==> src/rtl/booth_mul_sequencer_if.sv <==
// Control bundle between the Booth multiplier sequencer and its datapath/requester.
// The sequencer is the slave; the requester drives start/abort and the datapath Q bits.
interface booth_mul_sequencer_if #(
  parameter int CNT_W = 5
);
  logic             start;
  logic             abort;
  logic             q0;
  logic             q_m1;
  logic             clr;
  logic             load;
  logic             rwe_M;
  logic             rwe_A;
  logic             rwe_Q;
  logic             rwe_Qlessbit;
  logic             add_sub;
  logic             shift;
  logic             out_res_A_e;
  logic             out_res_Q_e;
  logic [CNT_W-1:0] iter_cnt;
  logic             busy;
  logic             done;

  modport master (
    output start, abort, q0, q_m1,
    input  clr, load, rwe_M, rwe_A, rwe_Q, rwe_Qlessbit, add_sub, shift,
           out_res_A_e, out_res_Q_e, iter_cnt, busy, done
  );

  modport slave (
    input  start, abort, q0, q_m1,
    output clr, load, rwe_M, rwe_A, rwe_Q, rwe_Qlessbit, add_sub, shift,
           out_res_A_e, out_res_Q_e, iter_cnt, busy, done
  );
endinterface

==> src/rtl/booth_mul_sequencer.sv <==
// Control FSM for the radix-2 Booth shift-add multiplier: LOAD, then WIDTH
// ARITH/SHIFT pairs, then a one-cycle OUT with done; owns the iteration counter.
module booth_mul_sequencer #(
  parameter int WIDTH = 25,
  parameter int CNT_W = 5
) (
  input  logic                 clk,
  input  logic                 reset_n,
  booth_mul_sequencer_if.slave bus
);

  typedef enum logic [2:0] {
    IDLE  = 3'd0,
    LOAD  = 3'd1,
    ARITH = 3'd2,
    SHIFT = 3'd3,
    OUT   = 3'd4
  } state_t;

  state_t           state_q, state_d;
  logic [CNT_W-1:0] cnt_q, cnt_d;
  logic [CNT_W-1:0] cnt_dec;

  assign cnt_dec = cnt_q - CNT_W'(1);

  always_ff @(posedge clk or negedge reset_n) begin
    if (!reset_n) begin
      state_q <= IDLE;
      cnt_q   <= '0;
    end else begin
      state_q <= state_d;
      cnt_q   <= cnt_d;
    end
  end

  // SHIFT with one iteration left exits to OUT, so the counter never wraps.
  always_comb begin
    state_d = state_q;
    cnt_d   = cnt_q;
    case (state_q)
      IDLE: begin
        if (bus.start) state_d = LOAD;
      end
      LOAD: begin
        state_d = ARITH;
        cnt_d   = CNT_W'(WIDTH);
      end
      ARITH: state_d = SHIFT;
      SHIFT: begin
        cnt_d   = cnt_dec;
        state_d = (cnt_dec != '0) ? ARITH : OUT;
      end
      OUT: begin
        state_d = IDLE;
        cnt_d   = '0;
      end
      default: begin
        state_d = IDLE;
        cnt_d   = '0;
      end
    endcase
    if (bus.abort && (state_q != IDLE)) begin
      state_d = IDLE;
      cnt_d   = '0;
    end
  end

  // Moore decode, except the ARITH add/sub choice which follows the Booth pair {q0,q_m1}.
  always_comb begin
    bus.clr          = 1'b0;
    bus.load         = 1'b0;
    bus.rwe_M        = 1'b0;
    bus.rwe_A        = 1'b0;
    bus.rwe_Q        = 1'b0;
    bus.rwe_Qlessbit = 1'b0;
    bus.add_sub      = 1'b0;
    bus.shift        = 1'b0;
    bus.out_res_A_e  = 1'b0;
    bus.out_res_Q_e  = 1'b0;
    bus.busy         = 1'b0;
    bus.done         = 1'b0;
    case (state_q)
      LOAD: begin
        bus.clr          = 1'b1;
        bus.load         = 1'b1;
        bus.rwe_M        = 1'b1;
        bus.rwe_Q        = 1'b1;
        bus.rwe_Qlessbit = 1'b1;
        bus.busy         = 1'b1;
      end
      ARITH: begin
        bus.rwe_A   = bus.q0 ^ bus.q_m1;
        bus.add_sub = bus.q0 & ~bus.q_m1;
        bus.busy    = 1'b1;
      end
      SHIFT: begin
        bus.shift        = 1'b1;
        bus.rwe_A        = 1'b1;
        bus.rwe_Q        = 1'b1;
        bus.rwe_Qlessbit = 1'b1;
        bus.busy         = 1'b1;
      end
      OUT: begin
        bus.out_res_A_e = 1'b1;
        bus.out_res_Q_e = 1'b1;
        bus.done        = 1'b1;
        bus.busy        = 1'b1;
      end
      default: ;
    endcase
  end

  assign bus.iter_cnt = cnt_q;

endmodule

==> src/flat_wrapper.sv <==
// flat-port wrapper written by rule: the top's interface ports become plain ports
module booth_mul_sequencer_flat 
#(
  parameter int WIDTH = 25,
  parameter int CNT_W = 5
)
  (clk, reset_n, bus_start, bus_abort, bus_q0, bus_q_m1, bus_clr, bus_load, bus_rwe_M, bus_rwe_A, bus_rwe_Q, bus_rwe_Qlessbit, bus_add_sub, bus_shift, bus_out_res_A_e, bus_out_res_Q_e, bus_iter_cnt, bus_busy, bus_done);
  booth_mul_sequencer_if #(.CNT_W(CNT_W)) bus_i ();
  input  logic clk;
  input  logic reset_n;
  input wire logic [$bits(bus_i.start)-1:0] bus_start;
  input wire logic [$bits(bus_i.abort)-1:0] bus_abort;
  input wire logic [$bits(bus_i.q0)-1:0] bus_q0;
  input wire logic [$bits(bus_i.q_m1)-1:0] bus_q_m1;
  output wire logic [$bits(bus_i.clr)-1:0] bus_clr;
  output wire logic [$bits(bus_i.load)-1:0] bus_load;
  output wire logic [$bits(bus_i.rwe_M)-1:0] bus_rwe_M;
  output wire logic [$bits(bus_i.rwe_A)-1:0] bus_rwe_A;
  output wire logic [$bits(bus_i.rwe_Q)-1:0] bus_rwe_Q;
  output wire logic [$bits(bus_i.rwe_Qlessbit)-1:0] bus_rwe_Qlessbit;
  output wire logic [$bits(bus_i.add_sub)-1:0] bus_add_sub;
  output wire logic [$bits(bus_i.shift)-1:0] bus_shift;
  output wire logic [$bits(bus_i.out_res_A_e)-1:0] bus_out_res_A_e;
  output wire logic [$bits(bus_i.out_res_Q_e)-1:0] bus_out_res_Q_e;
  output wire logic [$bits(bus_i.iter_cnt)-1:0] bus_iter_cnt;
  output wire logic [$bits(bus_i.busy)-1:0] bus_busy;
  output wire logic [$bits(bus_i.done)-1:0] bus_done;
  assign bus_i.start = bus_start;
  assign bus_i.abort = bus_abort;
  assign bus_i.q0 = bus_q0;
  assign bus_i.q_m1 = bus_q_m1;
  assign bus_clr = bus_i.clr;
  assign bus_load = bus_i.load;
  assign bus_rwe_M = bus_i.rwe_M;
  assign bus_rwe_A = bus_i.rwe_A;
  assign bus_rwe_Q = bus_i.rwe_Q;
  assign bus_rwe_Qlessbit = bus_i.rwe_Qlessbit;
  assign bus_add_sub = bus_i.add_sub;
  assign bus_shift = bus_i.shift;
  assign bus_out_res_A_e = bus_i.out_res_A_e;
  assign bus_out_res_Q_e = bus_i.out_res_Q_e;
  assign bus_iter_cnt = bus_i.iter_cnt;
  assign bus_busy = bus_i.busy;
  assign bus_done = bus_i.done;
  booth_mul_sequencer #(.WIDTH(WIDTH), .CNT_W(CNT_W)) u_core (.clk(clk), .reset_n(reset_n), .bus(bus_i));
endmodule
==> config.mk <==
export PLATFORM = sky130hd
export DESIGN_NAME = booth_mul_sequencer_flat
export DESIGN_NICKNAME = d
export VERILOG_FILES = /design/src/rtl/booth_mul_sequencer_if.sv /design/src/rtl/booth_mul_sequencer.sv /design/src/flat_wrapper.sv
export SDC_FILE = /design/constraint.sdc
export NUM_CORES = 1
export LEC_CHECK = 0
export BUFFER_PORTS_ARGS = -buffer_cell sky130_fd_sc_hd__buf_2
export CAP_MARGIN = 20
export CORE_MARGIN = 1.5
export CORE_UTILIZATION = 40
export DETAILED_ROUTE_END_ITERATION = 6
export PLACE_DENSITY_LB_ADDON = 0.15
export REMOVE_ABC_BUFFERS = 1
export SYNTH_ARGS = -nofsm -noshare
export SYNTH_HDL_FRONTEND = slang
export SYNTH_SLANG_ARGS = --single-unit
==> constraint.sdc <==
create_clock -name clk -period 1.5 [get_ports clk]
set_input_delay 0.225 -clock clk [delete_from_list [all_inputs] [get_ports clk]]
set_output_delay 0.225 -clock clk [all_outputs]
set_load 0.005 [all_outputs]
# Word-level counts from Yosys, hierarchy flattened
# Index checks and enable logic that the tools add are counted.
[word_totals] inputBits=6 wordCells=32 out_inout_bits=17 reg_bits=8
[classes] reduce_logical=7 bitwise=3 mux=13 addsub=1 n_eq_ne=6
[op_table] cell="one-hot mux 5 bit (3 select lines)" count=1
[op_table] cell="one-hot mux 3 bit (4 select lines)" count=1
[op_table] cell="2-to-1 mux 3 bit" count=3
[op_table] cell="equality test 3 x 2 -> 1 bit, second input constant" count=2
[op_table] cell="2-to-1 mux 1 bit" count=6
[op_table] cell="2-to-1 mux 5 bit" count=1
[op_table] cell="nonzero test 5 bit" count=1
[op_table] cell="subtractor 5 x 1 -> 5 bit, second input constant" count=1
[op_table] cell="OR reduction 2 bit" count=2
[op_table] cell="OR reduction 4 bit" count=1
[op_table] cell="equality test 3 x 1 -> 1 bit, second input constant" count=1
[op_table] cell="equality test 3 bit, second input constant" count=1
[op_table] cell="logical NOT 3 bit" count=1
[op_table] cell="!= test 3 x 2 -> 1 bit, second input constant" count=1
[op_table] cell="nonzero test 3 bit" count=1
[op_table] cell="!= test 2 x 1 -> 1 bit, second input constant" count=1
[op_table] cell="one-hot mux 1 bit (2 select lines)" count=1
[op_table] cell="AND 1 bit" count=1
[op_table] cell="logical AND 1 bit" count=1
[op_table] cell="NOT 1 bit" count=1
[op_table] cell="XOR 1 bit" count=1

# Longest topological paths before layout
# Gate-level depths: netlist (run 1).
[depth] ltp_word=5 depth_mapped=5 ltp_nobuf=5

# Worst setup path after synthesis (run 1)
# OpenSTA, ideal clock, no wires.
[synth_path] path_kind="reg-to-reg" startpoint="register u_core.cnt_q[0] (netlist: u_core.bus.iter_cnt[0])" endpoint="register u_core.cnt_q[2] (netlist: u_core.bus.iter_cnt[2])" path_slack_ns=0.158 t_arrival_ns=1.260 required_time_ns=1.418 stages_incl_launch_ff=5 period_less_slack_ns=1.342 setup_time_ns=0.082 n_path_buf=0 path_cell_list="dfrtp_1 inv_1 ha_1 or4b_1 a31oi_1"
[synth_between] elab_chain_len=3
[synth_lines] item="start, declared" line_no="booth_mul_sequencer.sv:21" rtl="logic [CNT_W-1:0] cnt_q, cnt_d;"
[synth_lines] item="start signal, assigned" line_no="booth_mul_sequencer.sv:32" rtl="cnt_q <= cnt_d;"
[synth_lines] item="subtractor 5 x 1 -> 5 bit" line_no="booth_mul_sequencer.sv:24" rtl="assign cnt_dec = cnt_q - CNT_W'(1);"
[synth_lines] item="one-hot mux 5 bit (3 select lines)" line_no="booth_mul_sequencer.sv:40" rtl="case (state_q)"
[synth_lines] item="2-to-1 mux 5 bit" line_no="booth_mul_sequencer.sv:62" rtl="if (bus.abort && (state_q != IDLE)) begin"
# No other way between the ends.
# A chain may end at the register's enable or synchronous reset.

# Worst setup path after layout (run 1)
[layout_path] startpoint="register u_core.state_q[1]" endpoint="output bus_rwe_A"
[layout_between] elab_chain_len=2 elab_cells_between_ends=3 cone_classes="eq/ne: 2; mux: 1"
[layout_lines] item="start, declared" line_no="booth_mul_sequencer.sv:20" rtl="state_t state_q, state_d;"
[layout_lines] item="start signal, assigned" line_no="booth_mul_sequencer.sv:31" rtl="state_q <= state_d;"
[layout_lines] item="equality test 3 x 2 -> 1 bit" line_no="booth_mul_sequencer.sv:82" rtl="case (state_q)"
[layout_lines] item="one-hot mux 1 bit (2 select lines) (*)" line_no="booth_mul_sequencer.sv:82"
[layout_lines] item="end, declared" line_no="flat_wrapper.sv:18" rtl="output wire logic [$bits(bus_i.rwe_A)-1:0] bus_rwe_A;"
# Every way passes the cells marked *; elsewhere a longest branch is shown, timed or not.

==> summary.md, run 1 <==
| Metric | Value |
|---|---|
| Result of the run | `finished clean` |
| Tot Pwr | `1.13 mW` |
| Synthesized cell area | `594 um2` |
| Maximum operating frequency | `705 MHz` |
| Overall Global Routing Usage | `0.165` |
| Worst Hold Slack | `266 ps` |
| Critical-path top delay cell | `sky130_fd_sc_hd__dfrtp_2` |
| Number of nets with antenna violations after detailed routing | `0` |
| Slew margin rel. | `0.736` |
| Number of cells on the worst hold path | `3` |
| Largest fanout on the critical path | `5` |
| Total wire length | `about 1400 um` |
| Max cap viols | `0` |
| Distinct cell type count after synthesis | `28` |
| Min cycle time layout | `1420 ps` |
| Post-Route Utilization | `0.550` |
| Fraction of synthesized cell area taken by the top area cell type | `0.337` |
| Total of buffers placed on input and output ports | `22` |
| Vias in the first global route | `just under 500` |
| Layout Cells excl Fill | `108` |
| Number of antenna repair diodes | `0` |
| Final period utilization | `0.946` |
| DRC violation total after the first TritonRoute iteration | `12` |
| Clock slew at reported path FFs | `50 ps` |
| TritonCTS buffer count | `3` |
| Number of instances in the synthesized netlist | `72` |
| Top post-synthesis cells by area | `sky130_fd_sc_hd__dfrtp_1 34%, sky130_fd_sc_hd__nor3_1 6.7%, sky130_fd_sc_hd__buf_4 6.3%, sky130_fd_sc_hd__ha_1 6.3%, sky130_fd_sc_hd__nor2b_1 4.2%` |
| Worst hold path type | `input port to register` |
| Startpoint of the tightest hold check path | `bus_start` |
| Post-route clock skew | `5.56 ps` |
| H-Tree Level Count | `1` |
| Top_reg_cell synth | `sky130_fd_sc_hd__dfrtp_1` |
| Yosys top cell by area | `sky130_fd_sc_hd__dfrtp_1` |
| Power density over the cells | `1520 nW/um2` |
| Source-to-sink clock delay at the later pin of the worst-skew pair | `260 ps` |
| Number of setup violations in the final report | `0` |
| Deepest clock path buffer count | `2` |
| Cell at the root of the clock tree | `sky130_fd_sc_hd__clkbuf_4` |
| Transition time at the pin with the least slew margin | `392 ps` |
| Starting utilization of the core area | `0.440` |
| CTS tree | `built` |
| Antenna violations before repair | `0` |
| End point of the critical path | `bus_rwe_A` |
| Pre-Repair DR Iteration Count | `4` |
| Placement row count | `13` |
| Critical path launch point | `u_core.state_q[1]$_DFFE_PN0P_` |
| Overflow left after global routing | `0` |
| Series of cell instances along the critical path | `buf_4 > inv_1 > a211oi_1 > buf_2` |
| Detailed placer's ending HPWL | `1000 um` |
| Filler cell count in the final layout | `around 140` |
| Crit. End Element | `output port` |
| Average wire length per cell after detail routing | `12.5 um` |
| Avg Cell Area, Syn | `8.25 um2` |
| Part of the Yosys area used for sequential elements | `0.337` |
| Max-slew violations | `0` |
| Top-Level Pins | `23` |
| Worst setup path category | `register to output port` |
| Worst reg2reg setup slack | `about 100 ps` |
| Fin. Hold Viols | `0` |
| WP data required | `1270 ps` |
| Post-synthesis async set-or-reset flop share | `1.00` |
| Fraction of layout cells with a size suffix above 1 | `0.387` |
| Count of unresolved DRC violations after routing | `0` |
| Most numerous cell types in the synthesized netlist | `8 x sky130_fd_sc_hd__dfrtp_1, 8 x sky130_fd_sc_hd__nor3_1, 6 x sky130_fd_sc_hd__nand2_1` |
| Pleak | `0.364 nW` |
| Setup repair after global routing missed its margin | `no` |
| Number of flops mapped to enable cells by yosys | `0` |
| Startpoint of the worst-slack reg-to-reg timing path | `u_core.bus.iter_cnt[0]$_DFFE_PN0P_` |
| Die width | `41.5 um` |
| Sink Count | `8` |
| Core area | `1350 um2` |
| Seq cells post-synth | `8` |
| Maximum number of pins on one net before global-route repair | `15` |
| Area Growth Syn to Fin | `24.8%` |
| Critical path launch point type | `register` |
| Last weighted congestion value of the routability-driven placer | `0.790` |
| Chip Height | `41.5 um` |
| Endpoint of the lowest-slack register-to-register path | `u_core.bus.iter_cnt[2]$_DFFE_PN0P_` |
| Routed via count | `571` |
| Ys Warns | `0` |
| Total Die Area | `1730 um2` |
| Routed via count divided by cell count | `5.29` |
| CP max stage delay | `a little over 400 ps` |
| Wire length of the first global-routing pass | `2130 um` |
| Depth of the most critical reg-to-reg path | `4` |
| TNS Setup | `0 ps` |
| Max rail drop VDD | `0.000660 V` |
| Nets@finish | `roughly 100` |
| Cell total after placement | `103` |
| Critical Path AT | `1190 ps` |
worst min path at each step:
stage / end / slack, ps
CTS: u_core.state_q[0]$_DFFE_PN0P_ / 270
detailed placement: u_core.bus.iter_cnt[2]$_DFFE_PN0P_ / 80
floorplan: u_core.bus.iter_cnt[0]$_DFFE_PN0P_ / -70
finish: u_core.state_q[0]$_DFFE_PN0P_ / 270
global placement: u_core.bus.iter_cnt[2]$_DFFE_PN0P_ / 80
global route: u_core.state_q[0]$_DFFE_PN0P_ / 270
kinds of logic after synthesis:
group / Yosys count / share of synthesized area
AO/OA/AOI/OAI: 14 / 0.147
XOR/XNOR: 3 / 0.0442
buffers and inverters: 14 / 0.124
adder cells (fa/ha/maj): 3 / 0.0632
flip-flops: 8 / 0.337
AND/OR/NAND/NOR: 29 / 0.267
multiplexers: 1 / 0.0168
stage by stage:
step | setup WS [ps] | cell area (um2)
floorplan | 157 | 539
global placement | 146 | 691
detailed placement | 114 | 691
CTS | 2.81 | 729
global route | 16.9 | 742
finish | 80.9 | 742
layout by cell type (no fill, tap or decap), types with 3 or more instances in the layout:
cell,n
sky130_fd_sc_hd__ha_1,3
sky130_fd_sc_hd__buf_2,22
sky130_fd_sc_hd__a21oi_1,4
sky130_fd_sc_hd__o21ai_0,4
sky130_fd_sc_hd__dfrtp_1,5
sky130_fd_sc_hd__inv_1,5
sky130_fd_sc_hd__nand2_1,6
sky130_fd_sc_hd__dfrtp_2,3
sky130_fd_sc_hd__nor2b_1,4
sky130_fd_sc_hd__clkbuf_4,3
sky130_fd_sc_hd__buf_4,4
sky130_fd_sc_hd__nor3_1,7
sequential cells by signal, indices dropped and copies added (netlist names):
| name | cells |
|---|---|
| u_core.bus.iter_cnt | 5 |
| u_core.state_q | 3 |
repair_timing:
| item | in CTS | in global routing |
|---|---|---|
| setup endpoints to repair | 7 | 6 |
| resized for setup | 2 | 3 |
| pin swaps | 0 | 0 |
| setup buffers | 0 | 1 |
| hold buffers | 1 | 0 |
| hold endpoints to repair | 8 | 0 |
power breakdown:
part / internal (mW) / switching, mW / leakage, nW
registers: 0.288 / 0.106 / 0.0988
logic: 0.292 / 0.271 / 0.252
clock network: 0.0919 / 0.0776 / 0.0138
per-layer routing:
layer,vias to the layer above,part of all wire,GRT usage
met3,2,0.071,0.0304
met1,254,0.47,0.201
met2,30,0.45,0.259
li1,285,-,-
met4,0,0.014,0.116
met5,-,0,0
worst max-delay path: cells and delay by family (launching register included):
family,cells,cell delay [ps]
compound gates,1,160
buf+inv,3,370
flops,1,410
cell type report:
type | instances | area, um2 | area share
Inverter | 5 | 18.8 | 0.0253
Timing Repair Buffer | 27 | 150 | 0.202
Sequential cell | 8 | 204 | 0.275
Multi-Input combinational cell | 50 | 328 | 0.442
Clock buffer | 3 | 22.5 | 0.0304
Tap cell | 15 | 18.8 | 0.0253
(Power assumes the default switching activity.)
==> run 2: changes to the inputs <==
CORE_AREA = 2 2 39 41   (was default)
CORE_MARGIN = default   (was 1.5)
CORE_UTILIZATION = default   (was 40)
DIE_AREA = 0 0 41 43   (was default)
==> run 2 against run 1 <==
Net effect: clock skew is 1.3 ps higher; cell area is 0.17% higher; worst hold slack better by 13 ps; first-iteration DRC count is 33% lower; fmax is 0.52% lower; register-to-register slack hardly changed; sequential power hardly changed; critical path depth stayed put; total power is 2.2% higher; clock power is 4% lower; setup slack worse by 7.4 ps; critical endpoint is now bus_shift.
==> summary.md, run 2 (synthesized netlist as in run 1, its figures left out) <==
| Metric | Value |
|---|---|
| Result of the run | `finished clean` |
| Area of combinational cells with multiple inputs | `333 um2 (+1.5%)` |
| Flip-flop count of the largest register, all copies and words added | `5 (unchanged)` |
| Filler cell count in the final layout | `138 (+0.73%)` |
| Cell at the root of the clock tree | `sky130_fd_sc_hd__clkbuf_4` |
| Last weighted congestion value of the routability-driven placer | `0.823 (+4.2%)` |
| Core area | `1380 um2 (+2.5%)` |
| CTS tree | `built` |
| Total of buffers placed on input and output ports | `22 (unchanged)` |
| Worst hold path type | `input port to register` |
| Die width | `41 um (-1.3%)` |
| Pre-Repair DR Iteration Count | `4 (unchanged)` |
| Crit. End Element | `output port` |
| WP data required | `1270 ps (about the same)` |
| Critical path launch point type | `register` |
| Critical path buffer and inverter count | `3 (unchanged)` |
| Transition time at the pin with the least slew margin | `290 ps (-103 ps)` |
| Overflow left after global routing | `0 (unchanged)` |
| Min cycle time layout | `1430 ps (+7.42 ps)` |
| Total Die Area | `1760 um2 (+2.1%)` |
| Overall Global Routing Usage | `0.179 (+0.0145)` |
| Count of unresolved DRC violations after routing | `0 (unchanged)` |
| Routed via count divided by cell count | `5.25 (-0.70%)` |
| Routed via count | `567 (-0.70%)` |
| Layout Cells excl Fill | `108 (unchanged)` |
| Worst setup path category | `register to output port` |
| Cell total after placement | `104 (+0.97%)` |
| Tot Pwr | `1.15 mW (+2.2%)` |
| Area Growth Syn to Fin | `25.1%` |
| Setup repair after global routing missed its margin | `yes` |
| TNS Setup | `0 ps (unchanged)` |
| Slew margin rel. | `0.804 (+0.0680)` |
| Top-Level Pins | `23 (unchanged)` |
| Max cap viols | `0 (unchanged)` |
| Total wire length | `1390 um (+2.3%)` |
| Starting utilization of the core area | `0.429 (-0.0107)` |
| DRC violation total after the first TritonRoute iteration | `8 (-4)` |
| Deepest clock path buffer count | `2 (unchanged)` |
| Fraction of layout cells with a size suffix above 1 | `0.380 (-0.00666)` |
| Series of cell instances along the critical path | `buf_6 > inv_1 > nor3_1 > buf_2` |
| Wire length of the first global-routing pass | `2150 um (+0.94%)` |
| Average wire length per cell after detail routing | `12.8 um (+2.3%)` |
| Fin. Hold Viols | `0 (unchanged)` |
| Sequential Area | `203 um2 (-0.61%)` |
| Chip Height | `43 um (+3.5%)` |
| Nets@finish | `103 (-0.96%)` |
| Vias in the first global route | `486 (+0.83%)` |
| Antenna violations before repair | `0 (unchanged)` |
| Number of antenna repair diodes | `0 (unchanged)` |
| Critical-path top delay cell | `sky130_fd_sc_hd__dfrtp_1` |
| H-Tree Level Count | `1 (unchanged)` |
| Power density over the cells | `1550 nW/um2 (+2.0%)` |
| Sink Count | `8 (unchanged)` |
| Post-route clock skew | `6.88 ps (+1.32 ps)` |
| Largest fanout on the critical path | `10 (+5)` |
| TritonCTS buffer count | `3 (unchanged)` |
| Source-to-sink clock delay at the later pin of the worst-skew pair | `250 ps (about the same)` |
| Number of setup violations in the final report | `0 (unchanged)` |
| Commonest cells after routing, fill and taps aside | `22 x sky130_fd_sc_hd__buf_2, 7 x sky130_fd_sc_hd__nor3_1, 6 x sky130_fd_sc_hd__nand2_1, 6 x sky130_fd_sc_hd__dfrtp_1, 5 x sky130_fd_sc_hd__inv_1` |
| Final period utilization | `0.951 (+0.00495)` |
| Largest delay contributor family on the critical path | `flip-flops` |
| Number of nets with antenna violations after detailed routing | `0 (unchanged)` |
| Placement row count | `14 (+1)` |
| Maximum number of pins on one net before global-route repair | `15 (unchanged)` |
| CP max stage delay | `390 ps (-20 ps)` |
| Commonest non-fill, non-tap cell in the layout | `sky130_fd_sc_hd__buf_2` |
| Detailed placer's ending HPWL | `1010 um (+0.88%)` |
| Maximum operating frequency | `701 MHz (-0.52%)` |
| Clock slew at reported path FFs | `60 ps (about the same)` |
| Max-slew violations | `0 (unchanged)` |
| Pleak | `0.362 nW (-0.58%)` |
| Max rail drop VDD | `0.000502 V (-24%)` |
| Critical Path AT | `1200 ps (about the same)` |
==> run 2: cell types whose count changed in the layout (fill, tap and decap cells not counted), sizes merged <==
cell,previous run,this run
buf,26,25
==> run 2: routing by layer <==
| layer | vias to the layer above | wire, um | global-route usage |
|---|---|---|---|
| li1 | 284 | - | - |
| met1 | 259 | 677 | 0.228 |
| met2 | 20 | 617 | 0.281 |
| met3 | 4 | 74 | 0.0314 |
| met4 | 0 | 17 | 0.0800 |
| met5 | - | 0 | 0 |
==> run 2: layout make-up <==
type	count	area share
repair buffers	26	0.197
clock buffers	3	0.0303
inverters	5	0.0253
flip-flops and latches	8	0.273
multi-input cells	50	0.448
well taps	16	0.0269
==> run 2: repair_timing <==
item / 4_1_cts / 5_1_grt
setup endpoints to repair: 4 / 8
setup buffers: 0 / 0
hold buffers: 1 / 0
gates resized for setup: 2 / 4
hold endpoints to repair: 8 / 0
==> run 2: final timing paths <==
kind	start	to	slack (ps)	cells after the start
min in group asynchronous	reset_n	u_core.bus.iter_cnt[2]$_DFFE_PN0P_	350	2
max in group asynchronous	reset_n	u_core.state_q[0]$_DFFE_PN0P_	950	2
hold / removal	bus_start	u_core.state_q[0]$_DFFE_PN0P_	280	3
setup / recovery	u_core.state_q[1]$_DFFE_PN0P_	bus_shift	70	4
hold reg to reg	u_core.state_q[0]$_DFFE_PN0P_	u_core.state_q[0]$_DFFE_PN0P_	530	1
setup reg to reg	u_core.bus.iter_cnt[0]$_DFFE_PN0P_	u_core.bus.iter_cnt[2]$_DFFE_PN0P_	90	4
==> run 2: worst reg2reg max path, cell delays in order (launching register included) <==
cell and delay (ps):
sky130_fd_sc_hd__dfrtp_1 400, sky130_fd_sc_hd__inv_1 110, sky130_fd_sc_hd__ha_1 210, sky130_fd_sc_hd__or4b_1 450
sky130_fd_sc_hd__a31oi_1 170
==> run 2: through the flow <==
step           setup WS [ps]  hold slack, ps  cell area, um2   util
5_1_grt                -23.6             285             743  0.537
6_report                73.5             280             743  0.537
3_5_place_dp            93.5            85.5             692  0.500
2_1_floorplan            157           -70.6             539      -
4_1_cts                 24.0             276             727  0.525
3_3_place_gp             146            81.8             692  0.500
==> run 2: where the power goes <==
part / switching, mW / internal (mW)
sequential: 0.105 / 0.287
combinational: 0.289 / 0.306
clock: 0.0715 / 0.0915
total: 0.466 / 0.685
==> run 3: changes to the inputs <==
CORE_AREA = 5 5 42 44   (was 2 2 39 41)
DIE_AREA = 0 0 47 49   (was 0 0 41 43)
==> run 3 against run 2 <==
Net effect: sequential cell count unchanged; cell area up 1.7%; die area up 31%; sequential share of layout area down 0.45 points; largest cell class unchanged; sequential power about the same; first-iteration DRC count down 50%; highest routed layer is now met3; cell count up 1.9%; largest power group unchanged.
==> summary.md, run 3 (synthesized netlist as in run 1, its figures left out) <==
| Metric | Value |
|---|---|
| Final period utilization | `0.954 (+0.00279)` |
| Met1 Resource Use GR | `0.166 (-0.0629)` |
| Result of the run | `finished clean` |
| Reg power frac | `0.335 (-0.006)` |
| Count of unresolved DRC violations after routing | `0 (unchanged)` |
| CTS tree | `built` |
| Chip Height | `49 um (+14%)` |
| Worst setup path category | `register to register` |
| Deepest clock path buffer count | `2 (unchanged)` |
| Largest delay contributor family on the critical path | `simple AND/OR/NAND/NOR gates` |
| Placement row count | `14 (unchanged)` |
| Number of antenna repair diodes | `0 (unchanged)` |
| Critical path buffer and inverter count | `1 (-2)` |
| GR met3 Demand/Resource | `0.0443 (+0.0129)` |
| Starting utilization of the core area | `0.424 (-0.00537)` |
| Crit. End Element | `register` |
| Largest fanout on the critical path | `4 (-6)` |
| Power density over the cells | `1540 nW/um2 (-0.68%)` |
| Maximum number of pins on one net before global-route repair | `15 (unchanged)` |
| Busiest metal layer after global routing | `met2` |
| Number of setup violations in the final report | `0 (unchanged)` |
| Min cycle time layout | `1430 ps (+4.19 ps)` |
| Commonest non-fill, non-tap cell in the layout | `sky130_fd_sc_hd__buf_2` |
| Met2 Use GR | `0.195 (-0.0867)` |
| Cell at the root of the clock tree | `sky130_fd_sc_hd__clkbuf_4` |
| Max-slew violations | `0 (unchanged)` |
| DRC violation total after the first TritonRoute iteration | `4 (-4)` |
| Wire length of the first global-routing pass | `2150 um (-0.33%)` |
| Share of total power in combinational logic | `0.523 (+0.006)` |
| Routed via count | `590 (+4.1%)` |
| Detailed placer's ending HPWL | `1070 um (+5.8%)` |
| Slew margin rel. | `0.807 (+0.00274)` |
| Source-to-sink clock delay at the later pin of the worst-skew pair | `250 ps (about the same)` |
| Total of buffers placed on input and output ports | `22 (unchanged)` |
| Pleak | `0.370 nW (+2.3%)` |
| CP max stage delay | `440 ps (+50 ps)` |
| Series of cell instances along the critical path | `inv_1 > ha_2 > or4b_1 > a31oi_1` |
| Internal Dissipation | `0.700 mW (+2.2%)` |
| Top-Level Pins | `23 (unchanged)` |
| Area Growth Syn to Fin | `27.2%` |
| H-Tree Level Count | `1 (unchanged)` |
| Vias in the first global route | `498 (+2.5%)` |
| Total wire length | `1430 um (+2.8%)` |
| Post-placement cell area | `699 um2 (+1.1%)` |
| Sink Count | `8 (unchanged)` |
| Fraction of layout cells with a size suffix above 1 | `0.394 (+0.0132)` |
| Transition time at the pin with the least slew margin | `286 ps (-4.06 ps)` |
| Commonest cells after routing, fill and taps aside | `22 x sky130_fd_sc_hd__buf_2, 7 x sky130_fd_sc_hd__nor3_1, 6 x sky130_fd_sc_hd__nand2_1, 6 x sky130_fd_sc_hd__dfrtp_1, 5 x sky130_fd_sc_hd__inv_1` |
| Pre-Repair DR Iteration Count | `4 (unchanged)` |
| WP data required | `1670 ps (+400 ps)` |
| Die width | `47 um (+15%)` |
| TritonCTS buffer count | `3 (unchanged)` |
| Total Die Area | `2300 um2 (+31%)` |
| Last weighted congestion value of the routability-driven placer | `0.740 (-10%)` |
| Cell area after layout | `756 um2 (+1.7%)` |
| Max rail drop VDD | `0.000575 V (+15%)` |
| Fin. Hold Viols | `0 (unchanged)` |
| Critical Path AT | `1600 ps (+400 ps)` |
| Overall Global Routing Usage | `0.126 (-0.0533)` |
| Nets@finish | `105 (+1.9%)` |
| Clock network fraction of total power | `0.141 (about the same)` |
| Number of nets with antenna violations after detailed routing | `0 (unchanged)` |
| Core area | `1400 um2 (+1.3%)` |
| Switching power summed over all nets | `0.462 mW (-0.72%)` |
| Critical path launch point type | `register` |
| Critical-path top delay cell | `sky130_fd_sc_hd__or4b_1` |
| Antenna violations before repair | `0 (unchanged)` |
| Worst Hold Slack | `287 ps (+7.97 ps)` |
| Flip-flop count of the largest register, all copies and words added | `5 (unchanged)` |
| Worst hold path type | `input port to register` |
| Clock slew at reported path FFs | `60 ps (about the same)` |
| Overflow left after global routing | `0 (unchanged)` |
| Routed via count divided by cell count | `5.36 (+2.2%)` |
| Switching part of the total | `0.398 (-0.00686)` |
| Max cap viols | `0 (unchanged)` |
| Post-route clock skew | `7.28 ps (+0.400 ps)` |
| Maximum operating frequency | `699 MHz (-0.29%)` |
| Average wire length per cell after detail routing | `13.0 um (+0.94%)` |
-- run 3: cell types whose count changed in the layout (fill, tap and decap cells not counted) --
cell                       previous run  this run
sky130_fd_sc_hd__buf_4                2         4
sky130_fd_sc_hd__a211oi_1             1         2
sky130_fd_sc_hd__a211oi_2             1         0
sky130_fd_sc_hd__ha_1                 3         2
sky130_fd_sc_hd__ha_2                 0         1
-- run 3: routing by layer --
layer	vias to the layer above	wire length, um
met5	-	0
met4	0	0
met3	0	130
met2	26	677
met1	273	617
li1	291	-
-- run 3: stage by stage --
stage               utilization  instances  total power, mW  TNS [ps]  setup WS [ps]
global placement          0.499        105            0.978         0            147
CTS                       0.523        109             1.14         0           9.16
global route              0.539        110             1.27     -16.2          -16.2
floorplan                     -         63            0.720         0            157
detailed placement        0.499        105            0.977         0           82.6
finish                    0.539        110             1.16         0           69.3
-- run 3: path summary, 6_finish.rpt --
check                           slack [ps]                                 end  depth (start not counted)                                from
worst max-delay path                    70  u_core.bus.iter_cnt[2]$_DFFE_PN0P_                          4  u_core.bus.iter_cnt[0]$_DFFE_PN0P_
worst min-delay path                   290       u_core.state_q[0]$_DFFE_PN0P_                          3                           bus_start
worst max register to register          70  u_core.bus.iter_cnt[2]$_DFFE_PN0P_                          4  u_core.bus.iter_cnt[0]$_DFFE_PN0P_
worst min register to register         530       u_core.state_q[0]$_DFFE_PN0P_                          1       u_core.state_q[0]$_DFFE_PN0P_
max in group asynchronous              950       u_core.state_q[0]$_DFFE_PN0P_                          2                             reset_n
min in group asynchronous              350  u_core.bus.iter_cnt[2]$_DFFE_PN0P_                          2                             reset_n
-- run 3: worst register-to-register path: stages, from the launching register on --
cell and delay (ps):
sky130_fd_sc_hd__dfrtp_1 410, sky130_fd_sc_hd__inv_1 110, sky130_fd_sc_hd__ha_2 210, sky130_fd_sc_hd__or4b_1 440
sky130_fd_sc_hd__a31oi_1 170
-- run 3: layout make-up --
type	count	area, um2
repair buffers	28	161
flip-flops and latches	8	203
multi-input cells	50	330
fillers	147	646
clock buffers	3	22.5
inverters	5	18.8
well taps	16	20.0
-- run 3: power by group through the flow --
| stage | sequential, mW | clock (mW) | combinational (mW) |
|---|---|---|---|
| after floorplan | 0.387 | 0 | 0.333 |
| after global placement | 0.384 | 0 | 0.594 |
| after detailed placement | 0.389 | 0 | 0.588 |
| after CTS | 0.386 | 0.168 | 0.592 |
| after global routing | 0.406 | 0.181 | 0.684 |
| final | 0.390 | 0.164 | 0.608 |
-- run 3: timing repair --
| action | CTS | global route |
|---|---|---|
| hold buffers | 1 | 0 |
| setup buffers | 0 | 1 |
| resized for setup | 1 | 5 |
| setup endpoints to repair | 3 | 12 |
| pin swaps | 0 | 0 |
| endpoints found under the hold margin | 8 | 0 |
